### config.mk
export PLATFORM = sky130hd
export DESIGN_NAME = mult_shift_reg
export DESIGN_NICKNAME = d
export VERILOG_FILES = /design/src/rtl/mult_shift_reg.sv
export SDC_FILE = /design/constraint.sdc
export NUM_CORES = 1
export LEC_CHECK = 0
export ABC_CLOCK_PERIOD_IN_PS = 1610
export CAP_MARGIN = 0
export CORE_MARGIN = 3
export CORE_UTILIZATION = 45
export CTS_CLUSTER_SIZE = 28
export DETAILED_ROUTE_END_ITERATION = 12
export PLACE_DENSITY = 0.78
export SYNTH_ARGS = -nofsm -noshare
export SYNTH_HDL_FRONTEND = slang
export SYNTH_SLANG_ARGS = --single-unit
### constraint.sdc
create_clock -name clk -period 1.61 [get_ports clk]
set_input_delay 0.2415 -clock clk [delete_from_list [all_inputs] [get_ports clk]]
set_output_delay 0.2415 -clock clk [all_outputs]
set_load 0.005 [all_outputs]
### src/rtl/mult_shift_reg.sv
// Universal shift register for the shift-add multiplier datapath.
// Parallel load, single-step shifts and a counted multi-step shift sequencer.
module mult_shift_reg #(
  parameter int unsigned WIDTH = 8,
  parameter int unsigned CNT_W = 4
) (
  input  logic             clk,
  input  logic             clr,
  input  logic             ld,
  input  logic [WIDTH-1:0] db,
  input  logic [1:0]       mode,
  input  logic             shb,
  input  logic             start,
  input  logic [CNT_W-1:0] amt,
  input  logic             sin,
  output logic [WIDTH-1:0] qb,
  output logic             sout,
  output logic             busy,
  output logic             done
);

  typedef enum logic [1:0] {
    IDLE  = 2'd0,
    SHIFT = 2'd1,
    DONE  = 2'd2
  } state_t;

  state_t           state;
  logic [CNT_W-1:0] cnt;
  logic [WIDTH-1:0] step_q;
  logic             step_out;

  // One shift step of the current contents; mode is re-evaluated every step.
  always_comb begin
    step_q   = qb;
    step_out = qb[0];
    unique case (mode)
      2'b00: begin
        step_q   = {sin, qb[WIDTH-1:1]};
        step_out = qb[0];
      end
      2'b01: begin
        step_q   = {qb[WIDTH-2:0], sin};
        step_out = qb[WIDTH-1];
      end
      2'b10: begin
        step_q   = {qb[WIDTH-1], qb[WIDTH-1:1]};
        step_out = qb[0];
      end
      2'b11: begin
        step_q   = {qb[0], qb[WIDTH-1:1]};
        step_out = qb[0];
      end
      default: begin
        step_q   = qb;
        step_out = qb[0];
      end
    endcase
  end

  always_ff @(posedge clk or posedge clr) begin
    if (clr) begin
      qb    <= '0;
      sout  <= 1'b0;
      busy  <= 1'b0;
      done  <= 1'b0;
      cnt   <= '0;
      state <= IDLE;
    end else begin
      unique case (state)
        SHIFT: begin
          if (ld) begin
            // Abort: load wins, no step on this edge, and no completion pulse.
            qb    <= db;
            busy  <= 1'b0;
            state <= IDLE;
          end else begin
            qb   <= step_q;
            sout <= step_out;
            cnt  <= cnt - CNT_W'(1);
            if (cnt == CNT_W'(1)) begin
              busy  <= 1'b0;
              done  <= 1'b1;
              state <= DONE;
            end
          end
        end
        default: begin
          done  <= 1'b0;
          state <= IDLE;
          if (ld) begin
            qb <= db;
          end else if (start) begin
            if (amt != '0) begin
              cnt   <= amt;
              busy  <= 1'b1;
              state <= SHIFT;
            end else begin
              done  <= 1'b1;
              state <= DONE;
            end
          end else if (shb) begin
            qb   <= step_q;
            sout <= step_out;
          end
        end
      endcase
    end
  end

endmodule

Word level (Yosys, flattened, before mapping)
Index checks and enable logic that the tools add are counted.

storage, ports and cells
  bits in registers = 17
  input port bits = 20

cells by class
  add/subtract/negate cells = 1
  eq/ne operators = 11
  multiplexer cells = 35
  bitwise operators = 1
  reductions and logical operators = 12

operators with widths
  kind                   count
  $mux W8                5
  $pmux W8 S4            1
  $mux W4                5
  $mux W1                17
  $mux W2                6
  $reduce_and A3 Y1      2
  $reduce_bool A2 Y1     3
  $eq A2 B1 Y1 const B   2
  $eq A2 B2 Y1 const B   2
  $eq A4 B1 Y1 const B   1
  $ne A2 B1 Y1 const B   2
  $ne A2 B2 Y1 const B   2
  $reduce_and A2 Y1      2
  $reduce_and A4 Y1      1
  $reduce_bool A4 Y1     1
  $sub A4 B1 Y4 const B  1
  $ne A3 B2 Y1 const B   1
  $ne A3 B3 Y1 const B   1
  $reduce_bool A3 Y1     1
  $reduce_or A3 Y1       1
  $logic_not A2 Y1       1
  $pmux W1 S2            1
  $not A1 Y1             1

Longest topological paths before layout
  word-level depth = 7
  depth in mapped cells = 6
  mapped depth without buffers = 6

Worst setup path after synthesis
No wires, ideal clock.

  path type = input port to flip-flop
  start point = input amt[3]
  end point = register done
  setup time = 64 ps
  data arrival time = 1376 ps
  slack = 171 ps
  stages = 4
  cell sequence = or4_4 > or3b_1 > a21oi_2 > a21o_1

between the ends
  word-level cells in the longest chain between the ends = 5

RTL lines
  what                  line  RTL
  from (decl)           14    input logic [CNT_W-1:0] amt,
  $reduce_bool A4 Y1    94    if (amt != '0) begin
  $mux W1               94
  $mux W1               93    end else if (start) begin
  $mux W1               91    if (ld) begin
  $mux W1               70    unique case (state)
  to (signal assigned)  66    done <= 1'b0;
  to (signal assigned)  89    done <= 1'b0;
  to (signal assigned)  99    done <= 1'b1;
  to (decl)             19    output logic done

No other way between the ends.
A chain may end at the register's enable or synchronous reset.

Worst setup path in the final report
  start point = input amt[1]
  end point = register done

The elaborated chain is that of the path after synthesis.

==> reports/metrics.yaml <==
timing:
  rsz0062_at_grt: "no"
  slew_headroom: 0.7582
  setup_ws_ns: 0.009596
  finalSetupViolations: 0
  hold_violations: 0
  slew_viol_final: 0
  skew_ns: 0.003846
  max_freq_mhz: 624.8
  worst_pin_slew_ns: 0.3627
  period_share: 0.9940
  post-route-min-period_ns: 1.600
synthesis:
  ys_types: 29
  yosys.area_share.adder: 0.02541
  synth_edf_count: 0
  synth_seq_cells: 17
  synth_top_area_share: 0.4320
  yosys-top-cells-area: "dfrtp_1 43%, o31ai_1 7.6%, nor2b_1 5.7%"
  synth_top_family_by_area: "compound AO/OA/AOI/OAI gates"
  synth_nets: 133
  synthXorXnorAreaFrac: 0
  synthMuxAreaShare: 0.03050
  ys_seq_area_frac: 0.4320
  yosys.area.top_type: "dfrtp_1"
  synth_area_per_cell_sq_um: 8.871
  synth.most_common_cell: "dfrtp_1"
  synth_simple_gate_area_frac: 0.2224
  synth_area_sq_um: 984.7
  yosys-top-cells-count: "17 x dfrtp_1, 12 x nand2_1, 11 x nor2_1"
  syn_inst: 111
  synth_compound_area_frac: 0.2440
  ys_warn_count: 0
  ys.flop_type: "dfrtp_1"
  synthArstFlopShare: 1.000
pwr:
  combPwrFrac: 0.370
  power_mw: 1.357
  switching_power_mw: 0.4654
  power_frac_seq: 0.454
  sw_frac_of_total: 0.3429
  p_leak_nw: 0.6210
  p_per_area_mw_per_mm2: 954.9
  ir_drop_v: 0.0006246
  power.internal_mw: 0.8919
  clock_power_share: 0.176
detailed_routing:
  vias: 966
  wl_met2_um: 1306
  first_iter_violations: 19
  wl_per_cell_um: 14.40
  m1WireLength_um: 1122
  dr.pass1.iters: 4
  remaining_drc_errors: 0
  antenna_left: 0
  avgViaCountPerCell: 5.458
  top_layer: "met4"
  dr_wl_met3_um: 66
  wl_um: 2548
layout:
  syn_to_final_growth_pct: 44.35
  fin_nets: 173
  final_cells: 177
  diodes: 0
  drive_gt1_frac: 0.1267
run_status:
  outcome: "completed"
worst_setup_path:
  crit_path_end: "done$_DFFE_PP0P_"
  reg2regPathDepth: 4
  end_kind: "flop"
  reg2reg_to: "qb[2]$_DFFE_PP0P_"
  path_class: "input port to flop"
  regToRegStartpoint: "state[0]$_DFFE_PP0P_"
  worstSetupStartpointType: "input port"
  startpoint: "amt[1]"
  reg2reg_slack_ns: 0.20
  critPathRequiredTime_ns: 1.86
  crit_arrival_ns: 1.85
  worst-path-max-fanout: 2
floorplanning:
  start_util: 0.4870
  core_region_area_sq_mm: 0.002022
  row_count: 16
  die-area_sq_mm: 0.002786
  io_pins: 31
  fp.dieH_um: 52.78
  die_x_um: 52.78
global_routing:
  grt_max_degree: 28
  grt_pass1_wl_um: 4029
  antenna_found_initial: 0
  grt_use_total: 0.1974
  grt_pass1_vias: 949
  grt-ovfl-total: 0
clocking:
  worstSkewPairLatency_ns: 0.30
  cts_sinks: 17
  clockRootBuffer: "clkbuf_4"
  cts_tree: "done"
  ctsHtreeMaxLevel: 1
  clock_path_buffers: 2
  clkTransAtPathRegs_ns: 0.10
  cts_buffers: 3
placed_design:
  dp_hpwl_um: 1859
  portBuffers: 30
  gp_congestion: 0.7883
  place_inst: 172
  dp_slack_ns: -0.3551
hold_path:
  min_path_type: "input port to asynchronous set/reset pin"
run:
  cap_violations: 0
-- per-layer routing --
layer  GRT usage  vias up
met5           0        -
met4      0.1021        0
met3     0.04274        6
met2      0.3306       15
met1      0.2333      467
li1            -      478
-- worst min-delay path by stage --
stage                     start                  to  slack (ns)  cells past startpoint
6_report                    clr  cnt[3]$_DFFE_PP0P_        0.24                      3
5_1_grt                     clr   qb[7]$_DFFE_PP0P_        0.26                      3
4_1_cts                     clr  cnt[1]$_DFFE_PP0P_        0.25                      3
3_5_place_dp   done$_DFFE_PP0P_    done$_DFFE_PP0P_        0.47                      1
3_3_place_gp   busy$_DFFE_PP0P_    busy$_DFFE_PP0P_        0.46                      2
2_1_floorplan               clr    busy$_DFFE_PP0P_        0.17                      1
-- cells in the final DEF (no fill, tap or decap), drive strengths merged --
cell and count:
nor2b 9, o32ai 1, a21o 1, o221ai 1, o2bb2ai 1, ha 2
inv 5, mux2i 3, dfrtp 17, buf 11, or4 1, nand2b 2
nor2 11, o22ai 2, nand3b 1, nand2 12, nor3 2, clkbuf 4
a21oi 6, o21a 1, dlymetal6s2s 2, nand3 2, clkdlybuf4s50 28, and2b 1
o21ai 5, o31ai 10, nor3b 1, a211oi 7, or3b 1
-- power groups by stage --
stage               clock network (mW)  logic [mW]  registers, mW
finish                           0.238       0.503          0.616
global route                     0.262       0.555          0.633
CTS                              0.247       0.497          0.614
detailed placement                   0       0.491          0.623
global placement                     0       0.472          0.617
floorplan                            0       0.269          0.604
-- kinds of logic after synthesis --
| kind of cell | Yosys count |
|---|---|
| mux | 3 |
| flops | 17 |
| simple gates | 43 |
| fa+ha+maj | 2 |
| buf+inv | 11 |
| compound gates | 35 |
-- metrics by stage --
step           hold slack (ns)    util  cell area [sq um]  setup TNS, ns
2_1_floorplan           0.1676       -              984.7              0
3_3_place_gp            0.4619  0.6764               1368        -0.8927
3_5_place_dp            0.4706  0.6764               1368         -1.120
4_1_cts                 0.2456  0.6943               1404              0
5_1_grt                 0.2595  0.7030               1421              0
6_report                0.2417  0.7030               1421              0
-- flip-flops by register name (all words and copies together) (netlist names) --
name   flops
sout       1
state      2
cnt        4
busy       1
done       1
qb         8
-- worst max-delay path, stage by stage --
cell and delay [ns]:
clkdlybuf4s50_1 0.43, or4_4 0.50, or3b_4 0.43, a21oi_4 0.16, a21o_1 0.09
-- area by class of cell --
class,count,area [sq um]
clock buffers,4,26.28
fillers,155,600.6
inverters,5,18.77
multi-input cells,83,529.3
flip-flops and latches,17,425.4
well taps,27,33.78
repair buffers,41,387.9
-- repair_timing --
item,in CTS,in global routing
resized for setup,1,4
gates cloned,0,0
setup buffers,1,0
pin swaps,2,3
hold buffers,0,0
endpoints found under the setup margin,1,1
No activity file was read; power rests on OpenSTA's default activity.
==> patch, RTL diff (same flow settings) <==
Change the parameter `WIDTH` from 8 to 6.
--- a/src/rtl/mult_shift_reg.sv
+++ b/src/rtl/mult_shift_reg.sv
@@ -2,5 +2,5 @@
 // Parallel load, single-step shifts and a counted multi-step shift sequencer.
 module mult_shift_reg #(
-  parameter int unsigned WIDTH = 8,
+  parameter int unsigned WIDTH = 6,
   parameter int unsigned CNT_W = 4
 ) (
Interface: changed (resized db and qb); port bits go from 31 to 27. No check against the original RTL was run, so the function may have changed too.
==> patch against the original RTL <==
Design area is 10% lower. Sequential cell count fell by 2. Non-clock buffer count is 7 lower. Combinational power shrank 2%. Routed wire length is 20% lower. Core utilization shrank 0.13 points. Worst setup slack improved by 0.11 ns. Power fell by 5.8%. Area after synthesis down 7.2%. First-iteration DRC count did not move. Final cell count fell by 14%. Synthesized cell count down 16%. Global-route usage decreased by 1.4 points.
==> patch: results (changes against the original RTL) <==
[routing]
first_pass_iters = 6  ; +2
avgViaCountPerCell = 5.33  ; -2.3%

[grt]
gr-usage-all-layers_pct = 18.4  ; -1.4 points
grt_pass1_wl_mm = 3.61  ; -10%
grt_max_degree = 16  ; -43%
grt_pass1_vias = 794  ; -16%

[cells_and_area]
drive_gt1_share_pct = 13.3  ; +0.61 points
nNetsFinal = 149  ; -14%
largest_reg_flops = 6  ; -2
reg.largest.list = qb (6), cnt (4), state (2)

[power]
irDropWorstVdd_v = 0.000654  ; +4.7%
p_sw_mw = 0.433  ; -7.1%

[timing]
finalClockSkew_ns = 0.00181  ; -0.00204 ns
tightest_slew_ns = 0.559  ; +0.196 ns

[critical_path]
r2r_end = done
rr_worst_depth = 5  ; +1
crit_family = buffers and inverters
crit_fanout = 5  ; +3
cp.arrival_ns = 1.25  ; -0.60 ns
r2r_start = cnt[0]
worst_path_max_delay_cell = clkdlybuf4s50_1
slowest_delay_ns = 0.53  ; +0.03 ns

[placed_design]
place.gp.congestion = 0.892  ; +13%
dp_slack_ns = -0.112  ; +0.244 ns
placed_area_um2 = 1250  ; -8.5%
port_buffers = 26  ; -13%

[yosys]
syn_nets = 113  ; -15%
netlist_top_cells_count = 15 x dfrtp_1, 13 x nand2_1, 8 x mux2i_1
synth_cell_types = 30  ; +3.4%

[clock_tree]
ctsResizeCount = 0  ; -1
insertion_delay_ns = 0.28  ; -0.02 ns
postCtsSetupBuffers = 0  ; -1

[outcome]
status = finished clean

## patch: cell types whose count changed after synthesis, sizes merged, moves of 3 or more
| cell | before | now |
|---|---|---|
| nor2 | 11 | 4 |
| o21ai | 5 | 10 |
| nor2b | 9 | 3 |
| a211oi | 7 | 0 |
| mux2 | 0 | 5 |
| o31ai | 10 | 3 |
| mux2i | 3 | 8 |
| a21oi | 6 | 3 |
## patch: area by class of cell
cell class              count  area, um2
fillers                   151        543
inverters                   5       18.8
clock buffers               4       26.3
repair buffers             34        320
multi-input cells          70        505
well taps                  25       31.3
flip-flops and latches     15        375
## patch: per-stage QoR
step | std cells | utilization [%]
global placement | 149 | 68.7
CTS | 153 | 70.2
detailed placement | 149 | 68.7
floorplan | 93 | -
finish | 153 | 70.2
global route | 153 | 70.2
## patch: kinds of logic after synthesis
group	Yosys count	share of synthesized area, %
buf+inv	8	3.56
compound gates	22	17.5
simple gates	33	20.1
fa+ha+maj	2	2.74
mux	13	14.9
flops	15	41.1
## patch: worst max path at each step
stage,start,endpoint,slack [ns]
after floorplan,state[1],cnt[0],0.33
final,qb[0],qb[0],0.12
after detailed placement,mode[0],qb[3],-0.11
after CTS,qb[0],qb[0],0.12
after global placement,amt[3],cnt[0],-0.05
after global routing,cnt[0],done,0.07
## patch: power by group through the flow
stage,Clock [mW],Sequential (mW),Combinational (mW)
2_1_floorplan,0,0.553,0.289
5_1_grt,0.244,0.589,0.554
3_5_place_dp,0,0.577,0.490
6_report,0.218,0.569,0.492
4_1_cts,0.225,0.569,0.499
3_3_place_gp,0,0.567,0.476
## patch: metal layers
layer  part of all wire (%)  vias up
li1                       -      404
met1                     43      391
met2                     52       21
met3                    4.9        0
met4                      0        0
met5                      0        -
